## src/rtl/nvdla_csb_responder.sv

```systemverilog
// CSB target endpoint standing in for NVDLA on the csb2nvdla/nvdla2csb link.
// Holds a small register bank, answers reads after a fixed latency, returns
// completions for non-posted writes, and models the "operation done"
// interrupt with a countdown that OP_ENABLE kicks off.
module nvdla_csb_responder #(
    parameter int          N_REGS     = 16,
    parameter logic [15:0] BASE_ADDR  = 16'h0000,
    parameter int          RD_LATENCY = 2,
    parameter int          INTR_DELAY = 8,
    parameter logic [31:0] BAD_DATA   = 32'hDEAD_BEEF
) (
    input  logic        clk_i,
    input  logic        rst_i,
    input  logic        csb2nvdla_valid_i,
    output logic        csb2nvdla_ready_o,
    input  logic [15:0] csb2nvdla_addr_i,
    input  logic [31:0] csb2nvdla_wdat_i,
    input  logic        csb2nvdla_write_i,
    input  logic        csb2nvdla_nposted_i,
    output logic        nvdla2csb_valid_o,
    output logic [31:0] nvdla2csb_data_o,
    output logic        nvdla2csb_wr_complete_o,
    output logic        intr_o,
    output logic        err_o
);

    // Indices 0 and 1 are OP_ENABLE and STATUS; only 2..N_REGS-1 are plain storage.
    localparam int PLAIN_REGS = (N_REGS > 2) ? (N_REGS - 2) : 1;
    localparam int RCW        = (RD_LATENCY > 1) ? $clog2(RD_LATENCY) : 1;
    localparam int ICW        = (INTR_DELAY > 1) ? $clog2(INTR_DELAY) : 1;
    localparam logic [RCW-1:0] RD_LOAD   = RCW'(RD_LATENCY - 1);
    localparam logic [ICW-1:0] INTR_LOAD = ICW'(INTR_DELAY - 1);

    typedef enum logic [1:0] {
        IDLE,
        RD_WAIT,
        WR_RESP
    } csbState_e;

    csbState_e       state_q;
    logic [RCW-1:0]  rdCnt_q;
    logic [31:0]     capData_q;
    logic [31:0]     rspData_q;
    logic            rspValid_q;
    logic            wrComplete_q;
    logic            err_q;

    logic            opEn_q, opEn_d;
    logic            done_q, done_d;
    logic [ICW-1:0]  intrCnt_q, intrCnt_d;
    logic [31:0]     plain_q [PLAIN_REGS];

    logic [15:0]     reqIdx;
    logic            reqMapped;
    logic            reqAccept;
    logic            wrAccept;
    logic            wrOpEnable;
    logic            wrStatusClear;
    logic [31:0]     rdValue;

    // Wrapping subtraction makes addresses below the base land far above N_REGS.
    assign reqIdx    = csb2nvdla_addr_i - BASE_ADDR;
    assign reqMapped = (reqIdx < 16'(N_REGS));

    assign csb2nvdla_ready_o = (state_q == IDLE) && !rst_i;
    assign reqAccept         = csb2nvdla_valid_i && csb2nvdla_ready_o;
    assign wrAccept          = reqAccept && csb2nvdla_write_i && reqMapped;
    assign wrOpEnable        = wrAccept && (reqIdx == 16'd0);
    assign wrStatusClear     = wrAccept && (reqIdx == 16'd1) && csb2nvdla_wdat_i[0];

    assign nvdla2csb_valid_o       = rspValid_q;
    assign nvdla2csb_data_o        = rspData_q;
    assign nvdla2csb_wr_complete_o = wrComplete_q;
    assign err_o                   = err_q;
    assign intr_o                  = done_q;

    // Current value of the addressed register, sampled when a read is accepted.
    always_comb begin
        rdValue = BAD_DATA;
        if (reqMapped) begin
            if (reqIdx == 16'd0) begin
                rdValue = {31'd0, opEn_q};
            end else if (reqIdx == 16'd1) begin
                rdValue = {31'd0, done_q};
            end else begin
                for (int k = 0; k < PLAIN_REGS; k++) begin
                    if (reqIdx == 16'(k + 2)) begin
                        rdValue = plain_q[k];
                    end
                end
            end
        end
    end

    // Countdown and done flag: W1C loses to expiry, an OP_ENABLE write beats expiry.
    always_comb begin
        opEn_d    = opEn_q;
        done_d    = done_q;
        intrCnt_d = intrCnt_q;
        if (wrStatusClear) begin
            done_d = 1'b0;
        end
        if (opEn_q) begin
            if (intrCnt_q == '0) begin
                opEn_d = 1'b0;
                done_d = 1'b1;
            end else begin
                intrCnt_d = intrCnt_q - ICW'(1);
            end
        end
        if (wrOpEnable) begin
            opEn_d    = csb2nvdla_wdat_i[0];
            intrCnt_d = INTR_LOAD;
            if (!wrStatusClear) begin
                done_d = done_q;
            end
        end
    end

    // Register bank and interrupt state update.
    always_ff @(posedge clk_i) begin
        if (rst_i) begin
            opEn_q    <= 1'b0;
            done_q    <= 1'b0;
            intrCnt_q <= '0;
            for (int k = 0; k < PLAIN_REGS; k++) begin
                plain_q[k] <= '0;
            end
        end else begin
            opEn_q    <= opEn_d;
            done_q    <= done_d;
            intrCnt_q <= intrCnt_d;
            for (int k = 0; k < PLAIN_REGS; k++) begin
                if (wrAccept && (reqIdx == 16'(k + 2))) begin
                    plain_q[k] <= csb2nvdla_wdat_i;
                end
            end
        end
    end

    // Transaction FSM with registered response, completion and error pulses.
    always_ff @(posedge clk_i) begin
        if (rst_i) begin
            state_q      <= IDLE;
            rdCnt_q      <= '0;
            capData_q    <= '0;
            rspData_q    <= '0;
            rspValid_q   <= 1'b0;
            wrComplete_q <= 1'b0;
            err_q        <= 1'b0;
        end else begin
            rspValid_q   <= 1'b0;
            wrComplete_q <= 1'b0;
            err_q        <= 1'b0;
            unique case (state_q)
                IDLE: begin
                    if (reqAccept) begin
                        err_q <= !reqMapped;
                        if (csb2nvdla_write_i) begin
                            if (csb2nvdla_nposted_i) begin
                                state_q      <= WR_RESP;
                                wrComplete_q <= 1'b1;
                            end
                        end else begin
                            state_q   <= RD_WAIT;
                            rdCnt_q   <= RD_LOAD;
                            capData_q <= rdValue;
                            if (RD_LATENCY == 1) begin
                                rspValid_q <= 1'b1;
                                rspData_q  <= rdValue;
                            end
                        end
                    end
                end
                RD_WAIT: begin
                    if (rdCnt_q == '0) begin
                        state_q <= IDLE;
                    end else begin
                        rdCnt_q <= rdCnt_q - RCW'(1);
                        if (rdCnt_q == RCW'(1)) begin
                            rspValid_q <= 1'b1;
                            rspData_q  <= capData_q;
                        end
                    end
                end
                WR_RESP: begin
                    state_q <= IDLE;
                end
                default: begin
                    state_q <= IDLE;
                end
            endcase
        end
    end

endmodule

```

## config.mk

```make
export PLATFORM = sky130hd
export DESIGN_NAME = nvdla_csb_responder
export DESIGN_NICKNAME = d
export VERILOG_FILES = /design/src/rtl/nvdla_csb_responder.sv
export SDC_FILE = /design/constraint.sdc
export NUM_CORES = 1
export LEC_CHECK = 0
export CORE_MARGIN = 2
export CORE_UTILIZATION = 35
export CTS_BUF_LIST = sky130_fd_sc_hd__clkbuf_2
export DETAILED_ROUTE_END_ITERATION = 10
export PLACE_DENSITY_LB_ADDON = 0.2
export SLEW_MARGIN = 10
export SYNTH_ARGS = -nofsm -noshare
export SYNTH_HDL_FRONTEND = slang
export SYNTH_SLANG_ARGS = --single-unit
```

## constraint.sdc

```tcl
create_clock -name clk_i -period 9.4 [get_ports clk_i]
set_clock_uncertainty 0.1 [all_clocks]
set_input_delay 1.88 -clock clk_i [delete_from_list [all_inputs] [get_ports clk_i]]
set_output_delay 1.88 -clock clk_i [all_outputs]
set_load 0.05 [all_outputs]
```

==> out/metrics.csv <==
metric,value,unit
initial antenna violation count,3,
Final Core Density,0.403,
clock insertion delay at the later pin of the skew report,1.36,ns
CTS Hold Bufs,0,
routed len/inst,24.7,um
Layout area overhead,13.4,%
total number of vias,16100,
Slew @ Worst Pin,1.32,ns
root buf cell,clkbuf_2,
post-CTS resize count,0,
r2r worst-path depth,6,
IO buf count,89,
Setup crit end kind,primary output,
WP data arrival,3.28,ns
Flop pwr share,0.588,
drt pass-1 iters,6,
drt drc,0,
leakage,9.03,nW
die area,64900,sq um
1st-iter DRT viols,1882,
# H-tree levels,4,
Comb power frac,0.052,
ys async rst share,0,
PD cells,180,nW/um^2
Die Span Y,255,um
placed instance area,23700,sq um
Syn Area/Cell,11.9,sq um
"CTS clk-pin slew, worst paths",0.09,ns
Antenna Nets Post-Route,0,
setup repair bufs after CTS,0,
Tcrit/Tclk final,0.560,
DRT Wirelength,72200,um
worst relative slew slack,0.113,
Final Wtd Congestion,0.887,
final setup violation count,0,
crit path max fanout,27,
TritonCTS clock tree,yes,
Finished Cell Area,25000,sq um
Hold WC Path Type,flop to flop,
RSZ-0062 raised after global routing,false,
CTS buffer count,141,
CTS Sinks,523,
post-route setup slack,4.14,ns
switching part of the total power,0.258,
status,"finished, final reports clean",
first-pass GRT wire length,105000,um
via density per instance,5.50,
Startpoint Class,input port,
clock share of power,0.361,
DIE WIDTH,255,um
max-slew violations,0,
Synth Register Bits,523,
core area,61900,sq um
post-synthesis cell count,1856,
worst vdd ir,108,uV
fin nets,2034,
Hold Fails Final Rpt,0,
Final TNS setup,0,ns
grt total ovfl,0,
post-synth cell types,76,
fillers,6037,
Post-synth EDFFs,448,
synth warn,0,
Initial Util,0.355,
hold slack,0.357,ns
Max Cap Violations,0,
syn_nets,1911,
sequential cell area fraction in the yosys report,0.680,
Required @ worst endpoint,7.42,ns
FP Rows,91,
gr usage total,0.225,
layout cell share with drive strength beyond 1,0.155,
largest net degree at the start of global routing,48,
internal power,3.34,mW
pre-CTS setup slack,3.54,ns
num ports,90,
worst-case clock buffer depth,3,
Hold Path Depth,2,
crit path kind,input port to primary output,
via count of the first global-routing pass,15900,
DP HPWL,44400,um
sw power,1.16,mW
Max Fclk,190,MHz
"Top FF cell, synth",edfxtp_1,
Final Critical Period,5.26,ns
cell area after synthesis,22000,sq um
synth_stat cells, types with 7 or more instances:
| cell | instances | area (sq um) |
|---|---|---|
| a21o_1 | 7 | 52.6 |
| a21oi_1 | 94 | 470 |
| nor4_1 | 7 | 43.8 |
| o21ai_0 | 56 | 280 |
| a211oi_1 | 15 | 113 |
| a221oi_1 | 16 | 140 |
| nor3_1 | 22 | 110 |
| o22ai_1 | 66 | 413 |
| edfxtp_1 | 448 | 13500 |
| clkbuf_1 | 120 | 450 |
| and2_1 | 14 | 87.6 |
| o31ai_1 | 15 | 113 |
| nand3_1 | 11 | 55.1 |
| a221o_1 | 10 | 100 |
| mux2_2 | 7 | 78.8 |
| nor2_1 | 401 | 1510 |
| dfxtp_1 | 75 | 1500 |
| nand4_1 | 13 | 81.3 |
| buf_1 | 7 | 26.3 |
| a211o_1 | 18 | 158 |
| mux2i_1 | 21 | 210 |
| nand2_1 | 142 | 533 |
| buf_2 | 25 | 125 |
| nand2b_1 | 46 | 288 |
| a22oi_1 | 16 | 120 |
| inv_1 | 42 | 158 |
| o221ai_1 | 12 | 105 |
path summary, 6_finish.rpt:
path,start,end,slack [ns]
worst max-delay path,rst_i,csb2nvdla_ready_o,4.14
worst min-delay path,nvdla2csb_data_o[27],nvdla2csb_data_o[27],0.36
worst max register to register,state_q[1],plain_q[0][167],6.11
worst min register to register,nvdla2csb_data_o[27],nvdla2csb_data_o[27],0.36
logic make-up (layout without fill, tap and decap cells):
kind of cell	after synthesis	count (layout)	share of synthesized area
compound gates	392	392	0.120
xor+xnor	2	2	0.000797
fa+ha+maj	2	2	0.00114
buf+inv	198	426	0.0359
flops	523	523	0.680
mux	33	33	0.0183
other cells	0	5	0
simple gates	706	706	0.144
worst max-delay path: stages:
cell             delay, ns
buf_4                 0.21
nor3_1                0.31
clkdlybuf4s50_1       0.88
stage by stage:
stage / cells / power, mW
2_1_floorplan: 1856 / 2.81
3_3_place_gp: 2673 / 2.93
3_5_place_dp: 2673 / 2.93
4_1_cts: 2921 / 4.54
5_1_grt: 2923 / 4.68
6_report: 2926 / 4.50
sequential cells by signal (all words and copies together) (netlist names):
register and flops:
plain_q 448, capData_q 32, nvdla2csb_data_o 32, intrCnt_q 3, state_q 2, err_o 1, intr_o 1, nvdla2csb_valid_o 1
nvdla2csb_wr_complete_o 1, opEn_q 1, rdCnt_q 1
layout make-up:
cell class	count	area [sq um]	area share
Sequential cell	523	15000	0.599
Multi-Input combinational cell	1135	6290	0.252
Timing Repair Buffer	135	1220	0.0490
Clock buffer	220	1100	0.0441
Tap cell	837	1050	0.0420
Inverter	43	161	0.00647
Clock inverter	28	160	0.00642
Antenna cell	5	12.5	0.000501
routing by layer:
metal / wire length (um) / vias to the layer above / global-route usage
met5: 0 / - / 0
li1: - / 7122 / -
met3: 7830 / 124 / 0.0755
met2: 32100 / 808 / 0.335
met1: 30700 / 8032 / 0.306
met4: 1520 / 0 / 0.0819
power groups by stage:
stage / logic, mW / clock network [mW] / registers [mW]
after detailed placement: 0.234 / 0 / 2.70
after CTS: 0.234 / 1.66 / 2.64
after global routing: 0.249 / 1.77 / 2.65
after floorplan: 0.127 / 0 / 2.68
after global placement: 0.231 / 0 / 2.69
final: 0.233 / 1.62 / 2.64
cell usage in the layout (no fill, tap or decap), drive strengths merged, types with 10 or more instances in the layout:
cell           count
o21ai             58
a221oi            16
a21oi             94
a211oi            15
o221ai            13
buf               49
clkbuf           220
nor4              14
mux2i             21
a22oi             16
o31ai             15
a221o             10
nand3             11
inv               45
edfxtp           448
nor3              23
a211o             18
clkdlybuf4s50     86
nand2            142
nand4             14
and2              14
o22ai             66
nand2b            46
nor2             404
dfxtp             75
clkinv            24
(Power assumes the default switching activity.)
